--- src/rtl/coherence_bus_ctrl.sv ---
// Two-master snooping bus controller: round-robin arbitration of dcache write-backs,
// snooped block fills and invalidates onto a single-port RAM, with cache-to-cache forwarding.
module coherence_bus_ctrl #(
  parameter int WORD_W    = 32,
  parameter int BLK_WORDS = 2
) (
  input  logic                   CLK,
  input  logic                   nRST,
  input  logic [1:0]             dREN,
  input  logic [1:0]             dWEN,
  input  logic [1:0]             ccwrite,
  input  logic [1:0]             cctrans,
  input  logic [1:0][WORD_W-1:0] daddr,
  input  logic [1:0][WORD_W-1:0] dstore,
  output logic [1:0]             dwait,
  output logic [1:0][WORD_W-1:0] dload,
  output logic [1:0]             ccwait,
  output logic [1:0]             ccinv,
  output logic [1:0][WORD_W-1:0] ccsnoopaddr,
  output logic                   ramREN,
  output logic                   ramWEN,
  output logic [WORD_W-1:0]      ramaddr,
  output logic [WORD_W-1:0]      ramstore,
  input  logic [WORD_W-1:0]      ramload,
  input  logic                   ramwait
);

  localparam int CNT_W = (BLK_WORDS > 1) ? $clog2(BLK_WORDS) : 1;
  localparam logic [CNT_W-1:0] LAST = CNT_W'(BLK_WORDS - 1);

  typedef enum logic [2:0] {IDLE, WB, SNP, XFER, INV} state_t;

  state_t            state;
  logic              r;        // granted cache
  logic              o;        // snoopee
  logic              rr_ptr;   // favoured cache on a contested grant
  logic [CNT_W-1:0]  cnt;
  logic              snp_inv;
  logic [WORD_W-1:0] snp_addr;
  logic [1:0]        req;
  logic              gnt_sel;
  logic              keep;

  assign o   = ~r;
  assign req = dREN | dWEN | ccwrite;

  always_comb begin
    gnt_sel = req[1];
    if (&req) gnt_sel = rr_ptr;
  end

  // The granted kind's own request must stay high; otherwise the transfer is dropped.
  always_comb begin
    keep = 1'b1;
    case (state)
      WB:        keep = dWEN[r];
      SNP, XFER: keep = dREN[r];
      INV:       keep = ccwrite[r];
      default:   keep = 1'b1;
    endcase
  end

  always_ff @(posedge CLK) begin
    if (!nRST) begin
      state    <= IDLE;
      r        <= 1'b0;
      rr_ptr   <= 1'b0;
      cnt      <= '0;
      snp_inv  <= 1'b0;
      snp_addr <= '0;
    end else begin
      case (state)
        IDLE: if (|req) begin
          r   <= gnt_sel;
          cnt <= '0;
          if (&req) rr_ptr <= ~gnt_sel;
          if (dWEN[gnt_sel])      state <= WB;
          else if (dREN[gnt_sel]) state <= SNP;
          else                    state <= INV;
        end
        WB: begin
          if (!keep) state <= IDLE;
          else if (!ramwait) begin
            if (cnt == LAST) state <= IDLE;
            else             cnt   <= cnt + 1'b1;
          end
        end
        SNP: begin
          if (!keep) state <= IDLE;
          else begin
            snp_inv  <= ccwrite[r];
            snp_addr <= daddr[r];
            state    <= XFER;
          end
        end
        XFER: begin
          if (!keep) state <= IDLE;
          else if (!ramwait) begin
            if (cnt == LAST) state <= IDLE;
            else begin
              cnt   <= cnt + 1'b1;
              state <= SNP;
            end
          end
        end
        INV:     state <= IDLE;
        default: state <= IDLE;
      endcase
    end
  end

  // Outputs are combinational so dwait/dload track ramwait/ramload in the same cycle.
  always_comb begin
    dwait       = 2'b11;
    dload       = '0;
    ccwait      = 2'b00;
    ccinv       = 2'b00;
    ccsnoopaddr = '0;
    ramREN      = 1'b0;
    ramWEN      = 1'b0;
    ramaddr     = '0;
    ramstore    = '0;
    if (nRST && keep) begin
      case (state)
        WB: begin
          ramWEN   = 1'b1;
          ramaddr  = daddr[r];
          ramstore = dstore[r];
          dwait[r] = ramwait;
        end
        SNP: begin
          ccwait[o]      = 1'b1;
          ccinv[o]       = ccwrite[r];
          ccsnoopaddr[o] = daddr[r];
        end
        XFER: begin
          ccwait[o]      = 1'b1;
          ccinv[o]       = snp_inv;
          ccsnoopaddr[o] = snp_addr;
          ramaddr        = daddr[r];
          dwait[r]       = ramwait;
          if (cctrans[o]) begin
            dload[r] = dstore[o];
            ramWEN   = 1'b1;
            ramstore = dstore[o];
          end else begin
            dload[r] = ramload;
            ramREN   = 1'b1;
          end
        end
        INV: begin
          ccwait[o]      = 1'b1;
          ccinv[o]       = 1'b1;
          ccinv[r]       = 1'b1;
          ccsnoopaddr[o] = daddr[r];
        end
        default: ;
      endcase
    end
  end

endmodule

--- config.mk ---
export PLATFORM = sky130hd
export DESIGN_NAME = coherence_bus_ctrl
export DESIGN_NICKNAME = d
export VERILOG_FILES = /design/src/rtl/coherence_bus_ctrl.sv
export SDC_FILE = /design/constraint.sdc
export NUM_CORES = 1
export LEC_CHECK = 0
export CAP_MARGIN = 20
export CORE_MARGIN = 4
export CORE_UTILIZATION = 26
export DETAILED_ROUTE_END_ITERATION = 8
export PLACE_DENSITY = 0.72
export SYNTH_ARGS = -nofsm -noshare
export SYNTH_HDL_FRONTEND = slang
export SYNTH_SLANG_ARGS = --single-unit
--- constraint.sdc ---
create_clock -name CLK -period 4.85 [get_ports CLK]
set_input_delay 0.97 -clock CLK [delete_from_list [all_inputs] [get_ports CLK]]
set_output_delay 0.97 -clock CLK [all_outputs]
set_load 0.1 [all_outputs]
# After elaboration in Yosys (flattened, before gate mapping)
# Index checks and enable logic that the tools add are counted.
dict set report classes {
  n_bitwise 13
  shift 0
  div 0
  mul 0
  add_sub_neg 1
  n_eq_ne 10
  n_lt_le_gt_ge 5
  n_reduce_logical 16
  muxes 66
}
# operator count
set op_table {}
lappend op_table {{$mux W32} 12}
lappend op_table {{$and A64 B64 Y64} 4}
lappend op_table {{$mux W64} 4}
lappend op_table {{$pmux W64 S2} 1}
lappend op_table {{$demux W32 S1} 2}
lappend op_table {{$pmux W32 S2} 1}
lappend op_table {{$mux W1} 24}
lappend op_table {{$mux W3} 8}
lappend op_table {{$mux W2} 7}
lappend op_table {{$pmux W3 S4} 1}
lappend op_table {{$reduce_and A4 Y1} 3}
lappend op_table {{$ne A3 B3 Y1 const B} 3}
lappend op_table {{$or A2 B2 Y2} 4}
lappend op_table {{$reduce_or A2 Y1} 4}
lappend op_table {{$eq A3 B2 Y1 const B} 2}
lappend op_table {{$lt A1 B2 Y1 const B} 3}
lappend op_table {{$pmux W2 S3} 1}
lappend op_table {{$reduce_and A2 Y1} 3}
lappend op_table {{$and A2 B2 Y2} 2}
lappend op_table {{$ne A2 B2 Y1 const B} 2}
lappend op_table {{$pmux W1 S2} 2}
lappend op_table {{$eq A3 B1 Y1 const B} 1}
lappend op_table {{$eq A3 B3 Y1 const B} 1}
lappend op_table {{$logic_and A1 B1 Y1} 3}
lappend op_table {{other kinds (10)} 13}
dict set report word_totals {
  latch_bits 0
  ramBits 0
  romBits 0
  regBits 39
  in_bits 171
  memories 0
}

# Logic depth before layout (Yosys ltp)
# Gate-level depths: netlist (run 1).
dict set report depth {
  depth_word 10
  mapped_depth 8
}

# Least setup slack after synthesis (run 1)
# No wires, ideal clock.
dict set report synth_timing {
  path_type {input to output}
  startpoint {input dREN[0]}
  endpoint {output ramstore[10]}
  t_arrival_ns 3.841
  path_buffers 2
  slack_ns 0.039
  required_ns 3.880
  cell_stages 6
  path_cell_list {mux2_4 -> o21ai_2 -> a221o_1 -> buf_2 -> buf_2 -> nor3_1}
}
dict set report synth_via {
  elab_chain_len 5
}
# element line
set synth_lines {}
lappend synth_lines {{start: declaration} 9} ;# input logic [1:0] dREN,
lappend synth_lines {{$mux W1 (not written as such) (2 in a row)} 57} ;# SNP, XFER: keep = dREN[r];
lappend synth_lines {{$pmux W1 S3} 55} ;# case (state)
lappend synth_lines {{$logic_and A1 B1 Y1} 123} ;# if (nRST && keep) begin
lappend synth_lines {{$mux W32} 123}
lappend synth_lines {{end: declaration} 23} ;# output logic [WORD_W-1:0] ramstore,
# No other way between the ends. The select of a mux whose other input is x is not followed.

# Worst setup path after layout (run 1)
dict set report layout_timing {
  startpoint {input dWEN[0]}
  endpoint {output ramaddr[31]}
}
dict set report layout_via {
  elab_chain_len 5
}
# element line
set layout_lines {}
lappend layout_lines {{start: declaration} 10} ;# input logic [1:0] dWEN,
lappend layout_lines {{$mux W1 (not written as such) (2 in a row)} 56} ;# WB: keep = dWEN[r];
lappend layout_lines {{$pmux W1 S3} 55}
lappend layout_lines {{$logic_and A1 B1 Y1} 123}
lappend layout_lines {{$mux W32} 123}
lappend layout_lines {{end: declaration} 22} ;# output logic [WORD_W-1:0] ramaddr,
# No other way between the ends. The select of a mux whose other input is x is not followed.

==> impl_metrics.toml, run 1 <==
[clocking]
cts.clk_slew.worst_paths_ns = 0.05
cts_resized = 0
cts_setup_buffers = 0
clk-insertion-delay-late_ns = 0.28
cts-hold-fix-buffers = 0
cts_tree = "built"
h-tree-depth = 2
clock-root-buffer = "clkbuf_16"
cts_buffers = 5
cts_max_path_buffers = 2
clock_sinks = 39

[route]
drt_iter0_markers = 344
firstDrtPassIters = 7
drc = 0
drtAntennaViolNets = 0
vias = 7017
viasPerCell = 5.410
drt_wl_total_um = 24950
wl_per_cell_um = 19.23

[power_and_ir_drop]
internal_power_mw = 1.469
power.net_switching_mw = 1.842
p_comb_share_pct = 76.9
vdd_drop_max_v = 0.0001972
pwr-share-seq_pct = 13.8
leakagePower_nw = 3.690
powerDensity_nw_per_um2 = 308.1
clock_power_share_pct = 9.3
swShare_pct = 55.64

[setup_path]
reg2reg_slack_ns = 2.23
r2r_cells = 6
crit_type = "input pin to primary output"
critPathMaxFanout = 34
critPathRequiredTime_ns = 3.88
arrival_ns = 3.40
cp-start-kind = "input pin"
worst_setup_path_end_kind = "primary output"

[global_route]
use_met1_pct = 24.49
grt.total_usage_pct = 22.19
use_met2_pct = 40.20
grtUsageMet3_pct = 7.804
grt_first_pass_wirelength_um = 37400
grt_max_degree = 67
antenna_found_initial = 1
grt_pass1_vias = 6882
top_usage_layer = "met2"
gr-total-overflow = 0

[synthesis]
synth_common_cells = "nor2_1 (164), a21oi_1 (109), nand2_1 (105)"
synthDistinctLibCells = 38
synth_edf_count = 0
synthArstFlopShare_pct = 0
ys.flop_type = "dfxtp_1"
ys_seq_elements = 39
synth_area_per_cell_um2 = 6.375
ys_seq_area_share_pct = 16.20
synth_nets = 927
yosysWarnings = 0
yosysMostFrequentCell = "nor2_1"
synthesis.area_um2 = 4820
syn_inst = 756
yosys.area.top_type = "dfxtp_1"
synth_top_area_share_pct = 16.20
yosys-top-cells-area = "dfxtp_1 (16%), mux2i_1 (14%), nor2_1 (13%)"

[worst_hold_path]
hold_path_class = "flop to flop"
hold_depth = 2

[cells_and_area]
area_growth_pct = 123.0
drive_above_1_share_pct = 22.96
fin_area_um2 = 10750
final_nets = 1239
stdcell_count = 1297

[sta]
setup_tns_ns = 0
worst_pin_slew_ns = 1.082
hold_slack_ns = 0.4861
final_max_slew_viol_count = 0
rsz0062_at_grt = "false"
min_period_ns = 4.370
fin_skew_ns = 0.004631
clock.fmax_ghz = 0.2288
fin_crit_sh_pct = 90.10
setup_viol = 0
slew_headroom_pct = 27.85
report.final.hold_viol_count = 0
setup_slack_ns = 0.4801

[placed_design]
placed_cells = 1289
globalplace.congestion = 0.8211
dp_hpwl_um = 19620
preCtsSetupSlack_ns = 0.4360
port_buffers = 370
post_dp_cell_area_um2 = 10590

[die]
io_pins = 371
rows = 49
initial_core_util_pct = 26.65
design.core.area_um2 = 18090
die-area_um2 = 20780
die_h_um = 144.2
chipWidth_um = 144.2

[status]
status = "complete, no violations"

[job]
cap_viol_max_count = 0
-- cell families (layout without fill, tap and decap cells) --
logic type,Yosys count,after routing,synth area share [%]
flip-flops,39,39,16.20
buffers and inverters,91,402,8.957
AND/OR/NAND/NOR,332,332,29.65
XOR/XNOR,1,1,0.1818
AO/OA/AOI/OAI,225,225,30.79
multiplexers,68,68,14.23
other,0,1,0
-- flip-flops by register name (all words and copies together) (netlist names) --
register and cells:
snp_addr 32, r 1, rr_ptr 1, snp_inv 1
cnt 1, state 3
-- power by group through the flow --
stage	Sequential [mW]	Clock [mW]	Combinational, mW
floorplan	0.400	0	1.73
global placement	0.458	0	2.51
detailed placement	0.461	0	2.54
CTS	0.456	0.320	2.55
global route	0.467	0.331	2.69
finish	0.457	0.308	2.55
-- metrics by stage --
step | util, % | power, mW
detailed placement | 58.54 | 3.003
CTS | 59.25 | 3.325
global placement | 58.54 | 2.971
global route | 59.42 | 3.491
floorplan | - | 2.132
finish | 59.42 | 3.311
-- per-layer routing --
layer,vias to the layer above,wire (um)
met5,-,0
met4,0,656
met3,38,2664
li1,3333,-
met2,354,12680
met1,3292,8943
-- final timing paths --
path / from / end
max reg2reg: state[1] / snp_addr[8]
min reg2reg: cnt / cnt
max: dWEN[0] / ramaddr[31]
min: cnt / cnt
-- final cells by class --
class | instances | area, um^2
Sequential cell | 39 | 784.5
Antenna cell | 1 | 2.502
Multi-Input combinational cell | 626 | 3641
Tap cell | 229 | 286.5
Inverter | 8 | 30.03
Fill cell | 1513 | 7340
Timing Repair Buffer | 388 | 5873
Clock buffer | 6 | 128.9
-- cells in the final DEF, fill, tap and decap left out, types with 2 or more instances in the layout --
cell,instances
nand3_1,2
nand2_1,105
nor2_1,163
o22ai_1,2
nand2b_1,4
dfxtp_1,38
clkbuf_16,5
clkdlybuf4s50_1,170
or3_1,4
a31oi_1,3
buf_12,201
o21ai_0,6
buf_4,16
inv_1,7
mux2i_1,66
a21oi_1,109
nor3b_2,2
nor3_1,36
a221oi_1,64
nor2_4,12
a211oi_1,33
-- worst max-delay path, stage by stage --
cell and delay [ns]:
clkdlybuf4s50_1 0.58, mux2i_1 0.15, nor2_1 0.12, a21oi_1 0.05, or4b_2 0.62, buf_4 0.31, nor2_1 0.34, buf_12 0.22
(Power assumes the default switching activity.)
==> run 2: changes to the inputs <==
==> constraint.sdc (replaced) <==
create_clock -name CLK -period 4.9 [get_ports CLK]
set_input_delay 0.98 -clock CLK [delete_from_list [all_inputs] [get_ports CLK]]
set_output_delay 0.98 -clock CLK [all_outputs]
set_load 0.1 [all_outputs]
==> impl_metrics.toml, run 2 (synthesis results as in run 1) <==
[status]
status = "complete, no violations"

[sta]
hold_slack_ns = 0.4977
rsz0062_at_grt = "false"
report.final.hold_viol_count = 0
fin_skew_ns = 0.009850
setup_viol = 0
worst_pin_slew_ns = 0.7577
setup_tns_ns = 0
slew_headroom_pct = 49.48
final_max_slew_viol_count = 0
min_period_ns = 4.423
clock.fmax_ghz = 0.2261
setup_slack_ns = 0.4772
fin_crit_sh_pct = 90.26

[cells_and_area]
utilization_pct = 59.90
n_fill_cell = 1466
seq_area_um2 = 784.5
reg.largest.list = "snp_addr x32, state x3"
final_common_cell = "buf_12"
area_growth_pct = 124.8
multi_input_area_um2 = 3641
largest_reg_flops = 32
final_nets = 1241
largest_register = "snp_addr"
drive_above_1_share_pct = 23.34
stdcell_count = 1301
final_cell_mix = "buf_12 (202), clkdlybuf4s50_1 (170), nor2_1 (163), a21oi_1 (109), nand2_1 (105)"

[setup_path]
cp-start-kind = "input pin"
crit_top_cell = "nor2_1"
worst_setup_path_end_kind = "primary output"
slowest_stage = "or4b_2"
cp_cell_sequence = "clkdlybuf4s50_1 > mux2i_1 > nor2_1 > a21oi_1 > or4b_2 > buf_4 > nor2_1 > buf_12"
r2r-start = "state[1]"
crit_type = "input pin to primary output"
critPathMaxFanout = 34
cp_slowest_stage_delay_ns = 0.61
worstSetupStartpoint = "dWEN[0]"
reg2reg_slack_ns = 2.27
arrival_ns = 3.44
critPathRequiredTime_ns = 3.92

[power_and_ir_drop]
clock_power_share_pct = 11.1
p_comb_share_pct = 75.4
leakagePower_nw = 3.735
pwr-share-seq_pct = 13.4
vdd_drop_max_v = 0.0001571
internal_power_mw = 1.510
powerDensity_nw_per_um2 = 309.3
power.net_switching_mw = 1.841
swShare_pct = 54.95

[route]
viasPerCell = 5.379
vias = 6998
wl_per_cell_um = 19.42
firstDrtPassIters = 5
drc = 0
drt_iter0_markers = 326
drt_wl_total_um = 25260
drtAntennaViolNets = 0

[global_route]
use_met2_pct = 40.32
grt_first_pass_wirelength_um = 37150
use_met1_pct = 24.84
grt_pass1_vias = 6775
gr-total-overflow = 0
grt.total_usage_pct = 22.20
grtUsageMet3_pct = 6.944
antenna_found_initial = 1
grt_max_degree = 67
top_usage_layer = "met2"

[placed_design]
port_buffers = 370
placed_cells = 1290
preCtsSetupSlack_ns = 0.4497
globalplace.congestion = 0.8581
dp_hpwl_um = 19670

[clocking]
cts_buffers = 5
clock-root-buffer = "clkbuf_16"
clk-insertion-delay-late_ns = 0.29
cts_resized = 0
cts_max_path_buffers = 2
cts-hold-fix-buffers = 0
h-tree-depth = 2
clock_sinks = 39
cts.clk_slew.worst_paths_ns = 0.06
cts_setup_buffers = 0
cts_tree = "built"

[die]
rows = 49
die_h_um = 144.2
io_pins = 371
chipWidth_um = 144.2
die-area_um2 = 20780
initial_core_util_pct = 26.65
design.core.area_um2 = 18090

[worst_hold_path]
hp-start = "snp_inv"
hold_path_class = "flop to flop"

[job]
cap_viol_max_count = 0
## run 2: cell types whose count changed in the layout (fill, tap and decap cells not counted), sizes merged
cell and change:
clkbuf +1, clkinv +1, buf +2
## run 2: layer usage
metal  up-vias  routed length, um
li1       3345                  -
met1      3283               9248
met2       329              12890
met3        41               2400
met4         0                714
met5         -                  0
## run 2: final timing paths
kind	to	cells after the start
worst max-delay path	ramaddr[31]	8
worst min-delay path	snp_inv	2
worst max register to register	snp_addr[12]	6
worst min register to register	snp_inv	2
## run 2: worst max-delay path: cells and delay by family
family                 cells  cell delay (ns)
AOI/OAI and AO/OA          1             0.05
buffers and inverters      3             1.13
and+or+nand+nor            3             1.08
muxes                      1             0.17
## run 2: cell type report
type / instances / area share, %
clock inverter: 1 / 0.04619
sequential: 39 / 7.241
inverter: 8 / 0.2772
antenna: 1 / 0.02310
timing repair buffer: 390 / 54.65
tap: 229 / 2.645
clock buffer: 7 / 1.513
multi-input combinational: 626 / 33.61
## run 2: power by group through the flow
stage | clock network (mW) | logic [mW] | registers, mW
after floorplan | 0 | 1.71 | 0.396
after global placement | 0 | 2.50 | 0.453
after detailed placement | 0 | 2.52 | 0.454
after CTS | 0.379 | 2.53 | 0.448
after global routing | 0.390 | 2.67 | 0.460
final | 0.374 | 2.53 | 0.450
## run 2: stage by stage
stage / cell area [um^2] / power [mW]
after floorplan: 4820 / 2.111
after global placement: 10610 / 2.949
after detailed placement: 10610 / 2.979
after CTS: 10780 / 3.360
after global routing: 10830 / 3.516
final: 10830 / 3.351
